==> config.mk <==
export PLATFORM = sky130hd
export DESIGN_NAME = mem_master_ctrl
export DESIGN_NICKNAME = d
export VERILOG_FILES = /design/src/rtl/mem_master_ctrl.sv
export SDC_FILE = /design/constraint.sdc
export NUM_CORES = 1
export LEC_CHECK = 0
export BUFFER_PORTS_ARGS = -buffer_cell sky130_fd_sc_hd__clkbuf_2
export CORE_ASPECT_RATIO = 0.9
export CORE_MARGIN = 1
export CORE_UTILIZATION = 55
export DETAILED_ROUTE_END_ITERATION = 12
export PLACE_DENSITY = 0.83
export RECOVER_POWER = 25
export SYNTH_ARGS = -nofsm -noshare
export SYNTH_HDL_FRONTEND = slang
export SYNTH_SLANG_ARGS = --single-unit
==> constraint.sdc <==
create_clock -name clk -period 4.52 [get_ports clk]
set_input_delay 0.904 -clock clk [delete_from_list [all_inputs] [get_ports clk]]
set_output_delay 0.904 -clock clk [all_outputs]
set_load 0.05 [all_outputs]
==> src/rtl/mem_master_ctrl.sv <==
// mem_master_ctrl: single-word command initiator for the single-port synchronous
// memory, with a two-pass pattern BIST sequencer. Every output is a register:
// the next values are computed in one combinational block and loaded at the clock edge.
module mem_master_ctrl #(
  parameter int ADDR_W = 2,
  parameter int DATA_W = 8,
  parameter int RD_LATENCY = 1,
  parameter logic [DATA_W-1:0] BIST_PATTERN = 8'hA5
) (
  input  logic              clk,
  input  logic              reset,
  input  logic              cmd_valid,
  output logic              cmd_ready,
  input  logic              cmd_we,
  input  logic [ADDR_W-1:0] cmd_addr,
  input  logic [DATA_W-1:0] cmd_wdata,
  output logic              rsp_valid,
  output logic [DATA_W-1:0] rsp_rdata,
  input  logic              bist_start,
  output logic              bist_busy,
  output logic              bist_done,
  output logic              bist_pass,
  output logic [ADDR_W-1:0] bist_fail_addr,
  output logic [ADDR_W-1:0] mem_addr,
  output logic              mem_wr_en,
  output logic              mem_rd_en,
  output logic [DATA_W-1:0] mem_wdata,
  input  logic [DATA_W-1:0] mem_rdata
);

  localparam logic [2:0] S_IDLE  = 3'd0;
  localparam logic [2:0] S_WR    = 3'd1;
  localparam logic [2:0] S_RD    = 3'd2;
  localparam logic [2:0] S_RWAIT = 3'd3;
  localparam logic [2:0] S_RSP   = 3'd4;
  localparam logic [2:0] S_B_WR  = 3'd5;
  localparam logic [2:0] S_B_RD  = 3'd6;
  localparam logic [2:0] S_B_END = 3'd7;

  localparam int WAIT_W = (RD_LATENCY > 1) ? $clog2(RD_LATENCY) : 1;
  localparam logic [ADDR_W-1:0] LAST_ADDR = {ADDR_W{1'b1}};
  localparam logic [ADDR_W-1:0] ZERO_ADDR = {ADDR_W{1'b0}};

  // BIST data word for an address: pattern ^ address, inverted in the second pass.
  function automatic logic [DATA_W-1:0] bist_data(input logic pass, input logic [ADDR_W-1:0] addr);
    logic [DATA_W-1:0] d;
    d = BIST_PATTERN ^ DATA_W'(addr);
    bist_data = pass ? ~d : d;
  endfunction

  logic [2:0]        state_r, state_s;
  logic              phase_r, phase_s;
  logic [WAIT_W-1:0] wait_cnt_r, wait_cnt_s;
  logic              cmd_ready_r, cmd_ready_s;
  logic              rsp_valid_r, rsp_valid_s;
  logic [DATA_W-1:0] rsp_rdata_r, rsp_rdata_s;
  logic              busy_r, busy_s;
  logic              done_r, done_s;
  logic              pass_r, pass_s;
  logic [ADDR_W-1:0] fail_addr_r, fail_addr_s;
  logic [ADDR_W-1:0] mem_addr_r, mem_addr_s;
  logic              mem_wr_en_r, mem_wr_en_s;
  logic              mem_rd_en_r, mem_rd_en_s;
  logic [DATA_W-1:0] mem_wdata_r, mem_wdata_s;

  // Expected-data pipeline aligned with the memory read latency.
  logic              pipe_vld_r  [RD_LATENCY];
  logic [ADDR_W-1:0] pipe_addr_r [RD_LATENCY];
  logic [DATA_W-1:0] pipe_exp_r  [RD_LATENCY];

  logic              accept_s;
  logic              cmp_vld_s;
  logic [ADDR_W-1:0] cmp_addr_s;
  logic [DATA_W-1:0] cmp_exp_s;

  assign cmd_ready      = cmd_ready_r;
  assign rsp_valid      = rsp_valid_r;
  assign rsp_rdata      = rsp_rdata_r;
  assign bist_busy      = busy_r;
  assign bist_done      = done_r;
  assign bist_pass      = pass_r;
  assign bist_fail_addr = fail_addr_r;
  assign mem_addr       = mem_addr_r;
  assign mem_wr_en      = mem_wr_en_r;
  assign mem_rd_en      = mem_rd_en_r;
  assign mem_wdata      = mem_wdata_r;

  // Next-state and next-output computation for the command path and BIST sequencer.
  always_comb begin
    state_s     = state_r;
    phase_s     = phase_r;
    wait_cnt_s  = wait_cnt_r;
    cmd_ready_s = 1'b0;
    rsp_valid_s = 1'b0;
    rsp_rdata_s = rsp_rdata_r;
    busy_s      = busy_r;
    done_s      = done_r;
    pass_s      = pass_r;
    fail_addr_s = fail_addr_r;
    mem_addr_s  = mem_addr_r;
    mem_wr_en_s = 1'b0;
    mem_rd_en_s = 1'b0;
    mem_wdata_s = mem_wdata_r;
    accept_s    = cmd_valid & cmd_ready_r;
    cmp_vld_s   = pipe_vld_r[RD_LATENCY-1];
    cmp_addr_s  = pipe_addr_r[RD_LATENCY-1];
    cmp_exp_s   = pipe_exp_r[RD_LATENCY-1];

    case (state_r)
      S_IDLE, S_RSP: begin
        if ((state_r == S_IDLE) && bist_start) begin
          // BIST has priority over a simultaneous command.
          state_s     = S_B_WR;
          phase_s     = 1'b0;
          busy_s      = 1'b1;
          done_s      = 1'b0;
          pass_s      = 1'b0;
          fail_addr_s = ZERO_ADDR;
          mem_wr_en_s = 1'b1;
          mem_addr_s  = ZERO_ADDR;
          mem_wdata_s = bist_data(1'b0, ZERO_ADDR);
        end else if (accept_s) begin
          mem_addr_s = cmd_addr;
          if (cmd_we) begin
            state_s     = S_WR;
            mem_wr_en_s = 1'b1;
            mem_wdata_s = cmd_wdata;
          end else begin
            state_s     = S_RD;
            mem_rd_en_s = 1'b1;
          end
        end else begin
          state_s     = S_IDLE;
          cmd_ready_s = 1'b1;
        end
      end
      S_WR: begin
        state_s     = S_IDLE;
        cmd_ready_s = 1'b1;
      end
      S_RD: begin
        state_s    = S_RWAIT;
        wait_cnt_s = WAIT_W'(RD_LATENCY - 1);
      end
      S_RWAIT: begin
        if (wait_cnt_r == {WAIT_W{1'b0}}) begin
          state_s     = S_RSP;
          rsp_valid_s = 1'b1;
          rsp_rdata_s = mem_rdata;
          cmd_ready_s = 1'b1;
        end else begin
          wait_cnt_s = wait_cnt_r - WAIT_W'(1);
        end
      end
      S_B_WR: begin
        if (mem_addr_r == LAST_ADDR) begin
          state_s     = S_B_RD;
          mem_rd_en_s = 1'b1;
          mem_addr_s  = ZERO_ADDR;
        end else begin
          mem_wr_en_s = 1'b1;
          mem_addr_s  = mem_addr_r + ADDR_W'(1);
          mem_wdata_s = bist_data(phase_r, mem_addr_r + ADDR_W'(1));
        end
      end
      S_B_RD: begin
        if (cmp_vld_s && (mem_rdata != cmp_exp_s)) begin
          // First miscompare ends the test; reads still in flight are dropped.
          state_s     = S_B_END;
          busy_s      = 1'b0;
          done_s      = 1'b1;
          pass_s      = 1'b0;
          fail_addr_s = cmp_addr_s;
        end else if (cmp_vld_s && (cmp_addr_s == LAST_ADDR)) begin
          if (!phase_r) begin
            state_s     = S_B_WR;
            phase_s     = 1'b1;
            mem_wr_en_s = 1'b1;
            mem_addr_s  = ZERO_ADDR;
            mem_wdata_s = bist_data(1'b1, ZERO_ADDR);
          end else begin
            state_s = S_B_END;
            busy_s  = 1'b0;
            done_s  = 1'b1;
            pass_s  = 1'b1;
          end
        end else if (mem_rd_en_r && (mem_addr_r != LAST_ADDR)) begin
          mem_rd_en_s = 1'b1;
          mem_addr_s  = mem_addr_r + ADDR_W'(1);
        end else begin
          // Read issue finished; wait for the remaining compares.
          state_s = S_B_RD;
        end
      end
      S_B_END: begin
        state_s     = S_IDLE;
        cmd_ready_s = 1'b1;
      end
      default: begin
        state_s = S_IDLE;
      end
    endcase
  end

  // State and output registers with synchronous reset.
  always_ff @(posedge clk) begin
    if (reset) begin
      state_r     <= S_IDLE;
      phase_r     <= 1'b0;
      wait_cnt_r  <= {WAIT_W{1'b0}};
      cmd_ready_r <= 1'b0;
      rsp_valid_r <= 1'b0;
      rsp_rdata_r <= {DATA_W{1'b0}};
      busy_r      <= 1'b0;
      done_r      <= 1'b0;
      pass_r      <= 1'b0;
      fail_addr_r <= ZERO_ADDR;
      mem_addr_r  <= ZERO_ADDR;
      mem_wr_en_r <= 1'b0;
      mem_rd_en_r <= 1'b0;
      mem_wdata_r <= {DATA_W{1'b0}};
    end else begin
      state_r     <= state_s;
      phase_r     <= phase_s;
      wait_cnt_r  <= wait_cnt_s;
      cmd_ready_r <= cmd_ready_s;
      rsp_valid_r <= rsp_valid_s;
      rsp_rdata_r <= rsp_rdata_s;
      busy_r      <= busy_s;
      done_r      <= done_s;
      pass_r      <= pass_s;
      fail_addr_r <= fail_addr_s;
      mem_addr_r  <= mem_addr_s;
      mem_wr_en_r <= mem_wr_en_s;
      mem_rd_en_r <= mem_rd_en_s;
      mem_wdata_r <= mem_wdata_s;
    end
  end

  // Expected-data pipeline; flushed whenever BIST readback is left.
  always_ff @(posedge clk) begin
    if (reset) begin
      for (int j = 0; j < RD_LATENCY; j++) begin
        pipe_vld_r[j]  <= 1'b0;
        pipe_addr_r[j] <= ZERO_ADDR;
        pipe_exp_r[j]  <= {DATA_W{1'b0}};
      end
    end else begin
      pipe_vld_r[0]  <= mem_rd_en_r & (state_r == S_B_RD) & (state_s == S_B_RD);
      pipe_addr_r[0] <= mem_addr_r;
      pipe_exp_r[0]  <= bist_data(phase_r, mem_addr_r);
      for (int j = 1; j < RD_LATENCY; j++) begin
        pipe_vld_r[j]  <= pipe_vld_r[j-1] & (state_s == S_B_RD);
        pipe_addr_r[j] <= pipe_addr_r[j-1];
        pipe_exp_r[j]  <= pipe_exp_r[j-1];
      end
    end
  end

endmodule

==> results of run 1 <==
==> cell usage in the layout (no fill, tap or decap), types with 4 or more instances in the layout <==
master,count
a222oi_1,4
clkbuf_2,40
nand3_1,5
inv_1,8
xnor2_1,4
nor2_1,21
dfxtp_1,38
clkbuf_1,9
nor4_1,5
nand2b_1,7
nor3_1,4
mux2i_1,8
nand2_1,19
nor2b_1,4
a21oi_1,10
o21ai_0,6
clkbuf_8,6
==> critical path, stage by stage <==
cell      delay, ns
clkbuf_1       1.03
inv_1          0.50
and2_0         0.28
mux2_2         0.27
==> through the flow <==
stage | utilization | setup slack [ns] | hold WS (ns) | power, mW | instance area, µm²
final | 0.709 | 1.71 | 0.460 | 0.965 | 2240
after floorplan | - | 2.19 | 0.432 | 0.571 | 1880
after CTS | 0.712 | 2.12 | 0.464 | 0.967 | 2250
after detailed placement | 0.667 | 1.81 | 0.454 | 0.618 | 2110
after global routing | 0.709 | 1.52 | 0.486 | 1.00 | 2240
after global placement | 0.667 | 1.84 | 0.454 | 0.614 | 2110
==> power by group through the flow <==
stage / logic [mW] / registers [mW] / clock network (mW)
after floorplan: 0.122 / 0.448 / 0
after global placement: 0.223 / 0.391 / 0
after detailed placement: 0.226 / 0.392 / 0
after CTS: 0.227 / 0.384 / 0.356
after global routing: 0.240 / 0.388 / 0.371
final: 0.227 / 0.384 / 0.354
==> how the worst min path moves through the flow <==
| stage | slack (ns) | cells past startpoint | to |
|---|---|---|---|
| global placement | 0.45 | 2 | mem_wdata[4]$_SDFFE_PP0P_ |
| finish | 0.46 | 2 | bist_fail_addr[1]$_SDFFE_PP0P_ |
| detailed placement | 0.45 | 2 | bist_fail_addr[1]$_SDFFE_PP0P_ |
| CTS | 0.46 | 2 | bist_fail_addr[1]$_SDFFE_PP0P_ |
| floorplan | 0.43 | 2 | bist_fail_addr[0]$_SDFFE_PP0P_ |
| global route | 0.49 | 2 | bist_fail_addr[1]$_SDFFE_PP0P_ |
==> sequential cells by signal (all words and copies together), names as in the netlist, 2 cells and up <==
register and cells:
mem_wdata 8, state_r 3, pipe_exp_r 4, rsp_rdata 8, bist_fail_addr 2, pipe_addr_r 2, mem_addr 2
==> per-layer routing <==
metal	part of all wire	track usage
met5	0	0
met2	0.45	0.383
met1	0.44	0.338
met3	0.10	0.0560
met4	0.013	0.107
==> Yosys cell counts (2+ instances only) <==
cell type,count,share of area
a21o_1,3,0.012
a21oi_1,10,0.027
a221oi_2,3,0.024
a222oi_1,4,0.021
a22oi_1,3,0.012
a31o_1,3,0.014
and2_0,2,0.0066
and2_1,3,0.010
and4_1,2,0.0093
buf_2,3,0.0080
buf_4,2,0.0080
clkbuf_1,7,0.014
dfxtp_1,38,0.40
inv_1,8,0.016
mux2_2,2,0.012
mux2i_1,8,0.043
nand2_1,19,0.038
nand2b_1,7,0.023
nand3_1,5,0.013
nand3b_1,3,0.012
nor2_1,21,0.042
nor2b_1,4,0.013
nor3_1,4,0.011
nor3b_1,3,0.012
nor4_1,5,0.017
o21ai_0,6,0.016
o22ai_1,3,0.010
xnor2_1,4,0.019
xor2_1,2,0.0093
==> logic make-up (layout without fill, tap and decap cells) <==
group,count (synthesis),after routing,share of synthesized area
muxes,10,10,0.0545
and+or+nand+nor,85,85,0.237
DFF,38,38,0.404
xor gates and xnor gates,6,6,0.0279
buffers and inverters,22,65,0.0538
adders and majority gates,1,1,0.00664
AOI/OAI and AO/OA,49,49,0.216
==> area by class of cell <==
| cell class | instances | area [µm²] |
|---|---|---|
| Clock inverter | 2 | 60.1 |
| Inverter | 8 | 30.0 |
| Sequential cell | 38 | 761 |
| Timing Repair Buffer | 49 | 234 |
| Tap cell | 42 | 52.6 |
| Multi-Input combinational cell | 151 | 1020 |
| Clock buffer | 6 | 82.6 |
| Fill cell | 280 | 921 |
==> out/summary.txt, run 1 <==
result of the run -> completed
clock latency at the later pin of the worst-skew pair -> 0.29 ns
diode insertion count for antenna repair -> 0
actual transition at the worst max-transition pin -> 1.44 ns
max-slew violation count -> 0
non-filler cells, final -> 296
number of max-capacitance violations reported -> 0
DRC violation count after routing -> 0
number of cells in the design after placement -> 288
GR Util All Layers -> 0.250
total congestion overflow after global routing -> 0
Startpoint Class -> input port
clock tree sinks -> 38
vias in the first global route -> 1583
total negative setup slack -> 0 ns
Detail Placement HPWL -> 3080 µm
worst setup path startpoint -> reset
EDFF count, synth -> 0
worst r2r dst -> mem_wdata[3]$_SDFFE_PP0P_
effective utilization at floorplan -> 0.596
Combinational Power Share -> 0.235
H-tree Lvls -> 2
Unique masters post-synth -> 53
worst path required time -> 4.70 ns
post-detailed-route via-to-cell ratio -> 5.83
Net Count, Synth -> 235
overall die area -> 3660 µm²
sequential cell fraction of total power -> 0.398
Iter 0 DRT Violations -> 118
pin count of the biggest net entering global routing -> 33
drt total wl -> 4380 µm
port buffer count -> 49
Critical Path End Type -> flip-flop
synthesized cell area -> 1880 µm²
Avg Synthesized Cell Area -> 8.92 µm²
Static Leakage -> 0.995 nW
worst clock skew -> 0.00883 ns
Final setup viols -> 0
Final Hold Fails -> 0
count of hold-fix buffers inserted at cts -> 0
number of buffers added for setup after CTS -> 0
fraction of final layout cells with drive strength greater than 1 -> 0.232
Clock power frac -> 0.367
cell count after synthesis -> 211
final period demand of the worst path -> 2.81 ns
Yosys warning count -> 0
Syn-to-layout area delta -> 19.0%
maximum vdd drop -> 0.000276 V
number of gates resized after cts -> 0
post-synthesis sequential area ratio -> 0.404
type of the setup path with the least slack -> input port to flip-flop
gp weighted congestion -> 0.916
internal power -> 0.669 mW
number of placement rows -> 19
io pins -> 50
initial antenna violation count -> 0
switching share of power -> 0.307
clock root cell -> clkbuf_8
total net switching power -> 0.296 mW
CTS Buf Count -> 5
worst flop-to-flop path startpoint -> state_r[1]$_SDFF_PP0_
fmax -> 356 MHz
unrepaired setup endpoints after global routing -> false
R2R cell count -> 4
buffer levels on the longest clock path -> 2
die extent in y -> 57.5 µm
WL/cell -> 14.8 µm
Placeable Area -> 3160 µm²
max_slew headroom -> 0.0397
clock slew at the register clock pins of the worst setup and hold paths -> 0.07 ns
launch instance of the worst min-delay path -> pipe_addr_r[0][1]$_SDFF_PP0_
x dimension of the die -> 63.7 µm
Worst Path Max Fanout -> 32
TritonCTS clock tree -> built
endpoint arrival time on the critical path -> 2.99 ns
pwr dens -> 431 nW/µm²
Hold/Removal Path Class -> flip-flop to flip-flop
final period utilization -> 0.621
first-pass GRT wire length -> 7050 µm
reg-to-reg slack, setup -> 2.18 ns
post-synthesis async set-or-reset flop share -> 0
nets -> 277
total iterations of the first detailed-routing run -> 7
Antenna Nets Post-Route -> 0
overall via count from detail_route -> 1727
flop and latch count out of synthesis -> 38
ys flop type -> dfxtp_1
Critical path destination -> mem_addr[0]$_SDFFE_PP0P_
Power figures use the tool's default switching activity.
==> inputs of run 2 (changes only) <==
--- a/config.mk
+++ b/config.mk
@@ -8,9 +8,9 @@
 export BUFFER_PORTS_ARGS = -buffer_cell sky130_fd_sc_hd__clkbuf_2
 export CORE_ASPECT_RATIO = 0.9
 export CORE_MARGIN = 1
-export CORE_UTILIZATION = 55
+export CORE_UTILIZATION = 47
 export DETAILED_ROUTE_END_ITERATION = 12
-export PLACE_DENSITY = 0.83
+export PLACE_DENSITY = 0.75
 export RECOVER_POWER = 25
 export SYNTH_ARGS = -nofsm -noshare
 export SYNTH_HDL_FRONTEND = slang
==> constraint.sdc (replaced) <==
create_clock -name clk -period 2.4 [get_ports clk]
set_input_delay 0.48 -clock clk [delete_from_list [all_inputs] [get_ports clk]]
set_output_delay 0.48 -clock clk [all_outputs]
set_load 0.05 [all_outputs]
==> out/summary.txt, run 2 (same netlist as run 1, synthesis figures left out) <==
Cells on Worst Hold Path -> 3
actual transition at the worst max-transition pin -> 0.951 ns
total net switching power -> 0.580 mW
port buffer count -> 49
Startpoint Class -> flip-flop
clock slew at the register clock pins of the worst setup and hold paths -> 0.08 ns
gp weighted congestion -> 0.921
family of cells with the greatest summed delay on the critical path -> flip-flops
x dimension of the die -> 68.7 µm
drt total wl -> 4430 µm
max-slew violation count -> 0
overall die area -> 4260 µm²
Worst Path Max Fanout -> 16
first-pass GRT wire length -> 6640 µm
post-route setup slack -> 0.300 ns
Syn-to-layout area delta -> 21.5%
final period demand of the worst path -> 2.10 ns
Crit-path slowest cell -> dfxtp_1
total iterations of the first detailed-routing run -> 4
count of hold-fix buffers inserted at cts -> 0
sequential cell fraction of total power -> 0.393
largest stage delay on the critical path -> 0.64 ns
Placed Instance Area -> 2170 µm²
clock latency at the later pin of the worst-skew pair -> 0.30 ns
worst flop-to-flop path startpoint -> state_r[1]$_SDFF_PP0_
clock tree sinks -> 38
R2R cell count -> 6
H-tree Lvls -> 2
unrepaired setup endpoints after global routing -> false
final period utilization -> 0.875
WL/cell -> 14.4 µm
TritonCTS clock tree -> built
Iter 0 DRT Violations -> 86
non-filler cells, final -> 307
number of cells on the critical path -> 6
worst path cell trace -> and3b_4 -> a32oi_4 -> o211ai_4 -> or2_1 -> buf_4 -> a221oi_2
number of buffers and inverters on the critical path -> 1
Hold/Removal Path Class -> input port to flip-flop
launch instance of the worst min-delay path -> cmd_wdata[6]
die extent in y -> 62.1 µm
number of buffers added for setup after CTS -> 0
io pins -> 50
diode insertion count for antenna repair -> 0
Clock power frac -> 0.360
final standard cell area without fillers -> 2290 µm²
Antenna Nets Post-Route -> 0
Placement Setup Slack -> 0.184 ns
vias in the first global route -> 1443
pin count of the biggest net entering global routing -> 23
initial antenna violation count -> 0
worst path required time -> 2.61 ns
worst setup path startpoint -> state_r[1]$_SDFF_PP0_
nets -> 284
number of gates resized after cts -> 0
CTS Buf Count -> 5
pwr dens -> 799 nW/µm²
number of cells in the design after placement -> 299
worst clock skew -> 0.00572 ns
Critical Path End Type -> flip-flop
DRC violation count after routing -> 0
max_slew headroom -> 0.366
Combinational Power Share -> 0.247
commonest non-fill, non-tap cells in the layout -> 38 x dfxtp_1, 38 x clkbuf_2, 21 x nor2_1
type of the setup path with the least slack -> flip-flop to flip-flop
total negative setup slack -> 0 ns
number of max-capacitance violations reported -> 0
Final Hold Fails -> 0
Placeable Area -> 3780 µm²
fmax -> 476 MHz
Final setup viols -> 0
effective utilization at floorplan -> 0.498
switching share of power -> 0.317
Detail Placement HPWL -> 3250 µm
overall via count from detail_route -> 1728
buffer levels on the longest clock path -> 2
Hold WS -> 0.419 ns
Static Leakage -> 1.02 nW
total power consumption of the routed design -> 1.83 mW
fraction of final layout cells with drive strength greater than 1 -> 0.241
end-of-flow core utilization -> 0.604
post-detailed-route via-to-cell ratio -> 5.63
GR Util All Layers -> 0.216
number of placement rows -> 21
clock root cell -> clkbuf_8
endpoint arrival time on the critical path -> 2.31 ns
result of the run -> completed
total congestion overflow after global routing -> 0
maximum vdd drop -> 0.000496 V
internal power -> 1.25 mW
[run 2: cell count changes in the layout (fill, tap and decap cells not counted)]
cell      change
buf_4         +6
clkbuf_1      +3
clkbuf_2      -2
clkbuf_8      -1
clkinv_4      +1
[run 2: cell type report]
type                       count  area (µm²)
fill                         377        1500
multi-input combinational    151        1020
sequential                    38         761
timing repair buffer          56         280
clock buffer                   5        68.8
clock inverter                 3        68.8
tap                           46        57.6
inverter                       8        30.0
[run 2: worst paths after layout]
kind | end | slack, ns
setup / recovery | mem_wdata[3]$_SDFFE_PP0P_ | 0.30
hold / removal | mem_wdata[6]$_SDFFE_PP0P_ | 0.42
setup reg to reg | mem_wdata[3]$_SDFFE_PP0P_ | 0.30
hold reg to reg | mem_wdata[6]$_SDFFE_PP0P_ | 0.47
[run 2: routing by layer]
metal  up-vias  global-route usage  routed length (µm)  part of all wire
li1        855                   -                   -                 -
met1       795               0.297                1980              0.45
met2        71               0.322                1990              0.45
met3         7              0.0493                 392             0.089
met4         0              0.0991                  63             0.014
met5         -                   0                   0                 0
[run 2: worst register-to-register path: stages, from the launching register on]
cell,delay [ns]
dfxtp_1,0.64
and3b_4,0.31
a32oi_4,0.21
o211ai_4,0.14
or2_1,0.25
buf_4,0.18
a221oi_2,0.28
[run 2: power by group through the flow]
stage | registers (mW) | logic, mW | clock network, mW
finish | 0.718 | 0.451 | 0.658
global route | 0.725 | 0.483 | 0.690
CTS | 0.718 | 0.454 | 0.666
detailed placement | 0.733 | 0.452 | 0
global placement | 0.732 | 0.444 | 0
floorplan | 0.845 | 0.230 | 0
==> inputs of run 3 (changes only) <==
--- a/config.mk
+++ b/config.mk
@@ -9,7 +9,9 @@
 export CORE_ASPECT_RATIO = 0.9
 export CORE_MARGIN = 1
 export CORE_UTILIZATION = 47
+export CTS_CLUSTER_SIZE = 25
 export DETAILED_ROUTE_END_ITERATION = 12
+export MAX_ROUTING_LAYER = met4
 export PLACE_DENSITY = 0.75
 export RECOVER_POWER = 25
 export SYNTH_ARGS = -nofsm -noshare
==> out/summary.txt, run 3 (same netlist as run 1, synthesis figures left out) <==
global routing met2 resource utilization -> 0.324
Detail Placement HPWL -> 3250 µm
Final setup viols -> 0
buffer levels on the longest clock path -> 2
count of hold-fix buffers inserted at cts -> 0
worst setup path startpoint -> state_r[1]$_SDFF_PP0_
Startpoint Class -> flip-flop
diode insertion count for antenna repair -> 0
Final Hold Fails -> 0
Fillers -> 377
fmax -> 475 MHz
number of buffers added for setup after CTS -> 0
maximum vdd drop -> 0.000495 V
worst flop-to-flop path startpoint -> state_r[1]$_SDFF_PP0_
clock tree sinks -> 38
clock slew at the register clock pins of the worst setup and hold paths -> 0.08 ns
pwr dens -> 796 nW/µm²
Critical Path End Type -> flip-flop
Hold WS -> 0.421 ns
fraction of final layout cells with drive strength greater than 1 -> 0.241
global-route track usage on met1 -> 0.295
die extent in y -> 62.1 µm
endpoint arrival time on the critical path -> 2.32 ns
actual transition at the worst max-transition pin -> 0.924 ns
Placement Setup Slack -> 0.184 ns
number of placement rows -> 21
GR peak layer -> met2
clock latency at the later pin of the worst-skew pair -> 0.30 ns
max_slew headroom -> 0.384
overall via count from detail_route -> 1739
TritonCTS clock tree -> built
first-pass GRT wire length -> 6630 µm
x dimension of the die -> 68.7 µm
pin count of the biggest net entering global routing -> 23
area occupied by multi-input gates -> 1020 µm²
Iter 0 DRT Violations -> 102
Worst Path Max Fanout -> 16
type of the setup path with the least slack -> flip-flop to flip-flop
Placed Instance Area -> 2170 µm²
io pins -> 50
CTS Buf Count -> 5
clock root cell -> clkbuf_8
final standard cell area without fillers -> 2290 µm²
total power consumption of the routed design -> 1.82 mW
post-route setup slack -> 0.294 ns
drt total wl -> 4390 µm
total congestion overflow after global routing -> 0
final period utilization -> 0.878
initial antenna violation count -> 0
post-detailed-route via-to-cell ratio -> 5.66
Syn-to-layout area delta -> 21.5%
vias in the first global route -> 1440
met3 usage in global routing -> 0.0493
total iterations of the first detailed-routing run -> 5
number of max-capacitance violations reported -> 0
unrepaired setup endpoints after global routing -> false
commonest non-fill, non-tap cells in the layout -> 38 x dfxtp_1, 38 x clkbuf_2, 21 x nor2_1
effective utilization at floorplan -> 0.498
sequential cell area -> 761 µm²
max-slew violation count -> 0
port buffer count -> 49
total negative setup slack -> 0 ns
WL/cell -> 14.3 µm
gp weighted congestion -> 0.937
H-tree Lvls -> 2
worst path required time -> 2.61 ns
Hold/Removal Path Class -> input port to flip-flop
launch instance of the worst min-delay path -> cmd_wdata[6]
overall die area -> 4260 µm²
number of gates resized after cts -> 0
nets -> 284
Placeable Area -> 3780 µm²
worst clock skew -> 0.00594 ns
Antenna Nets Post-Route -> 0
Static Leakage -> 1.02 nW
GR Util All Layers -> 0.223
final period demand of the worst path -> 2.11 ns
result of the run -> completed
DRC violation count after routing -> 0
==> run 3: per-layer routing <==
layer  vias to the layer above  routed length, µm
li1                        855                  -
met1                       810               2000
met2                        67               2010
met3                         7                318
met4                         0                 62
met5                         -                  0
==> run 3: path summary, 6_finish.rpt <==
| kind | end | cells past startpoint | slack [ns] |
|---|---|---|---|
| setup / recovery | mem_wdata[3]$_SDFFE_PP0P_ | 6 | 0.29 |
| hold / removal | mem_wdata[6]$_SDFFE_PP0P_ | 3 | 0.42 |
| setup reg to reg | mem_wdata[3]$_SDFFE_PP0P_ | 6 | 0.29 |
| hold reg to reg | mem_wdata[4]$_SDFFE_PP0P_ | 2 | 0.47 |
==> run 3: final cells by class <==
cell class	count	area share
Multi-Input combinational cell	151	0.446
Tap cell	46	0.0252
Clock inverter	3	0.0301
Sequential cell	38	0.333
Inverter	8	0.0131
Clock buffer	5	0.0301
Timing Repair Buffer	56	0.123
==> run 3: where the power goes <==
group	switching [mW]	internal, mW
registers	0.0399	0.678
logic	0.298	0.153
clock network	0.237	0.416
total	0.574	1.25
==> run 3: through the flow <==
stage	utilization	cells
floorplan	-	211
global placement	0.573	299
detailed placement	0.573	299
CTS	0.609	307
global route	0.604	307
finish	0.604	307
==> run 3: critical path: stages, from the launching register on <==
cell and delay, ns:
dfxtp_1 0.64, and3b_4 0.31, a32oi_4 0.21, o211ai_4 0.14
or2_1 0.25, buf_4 0.18, a221oi_2 0.28
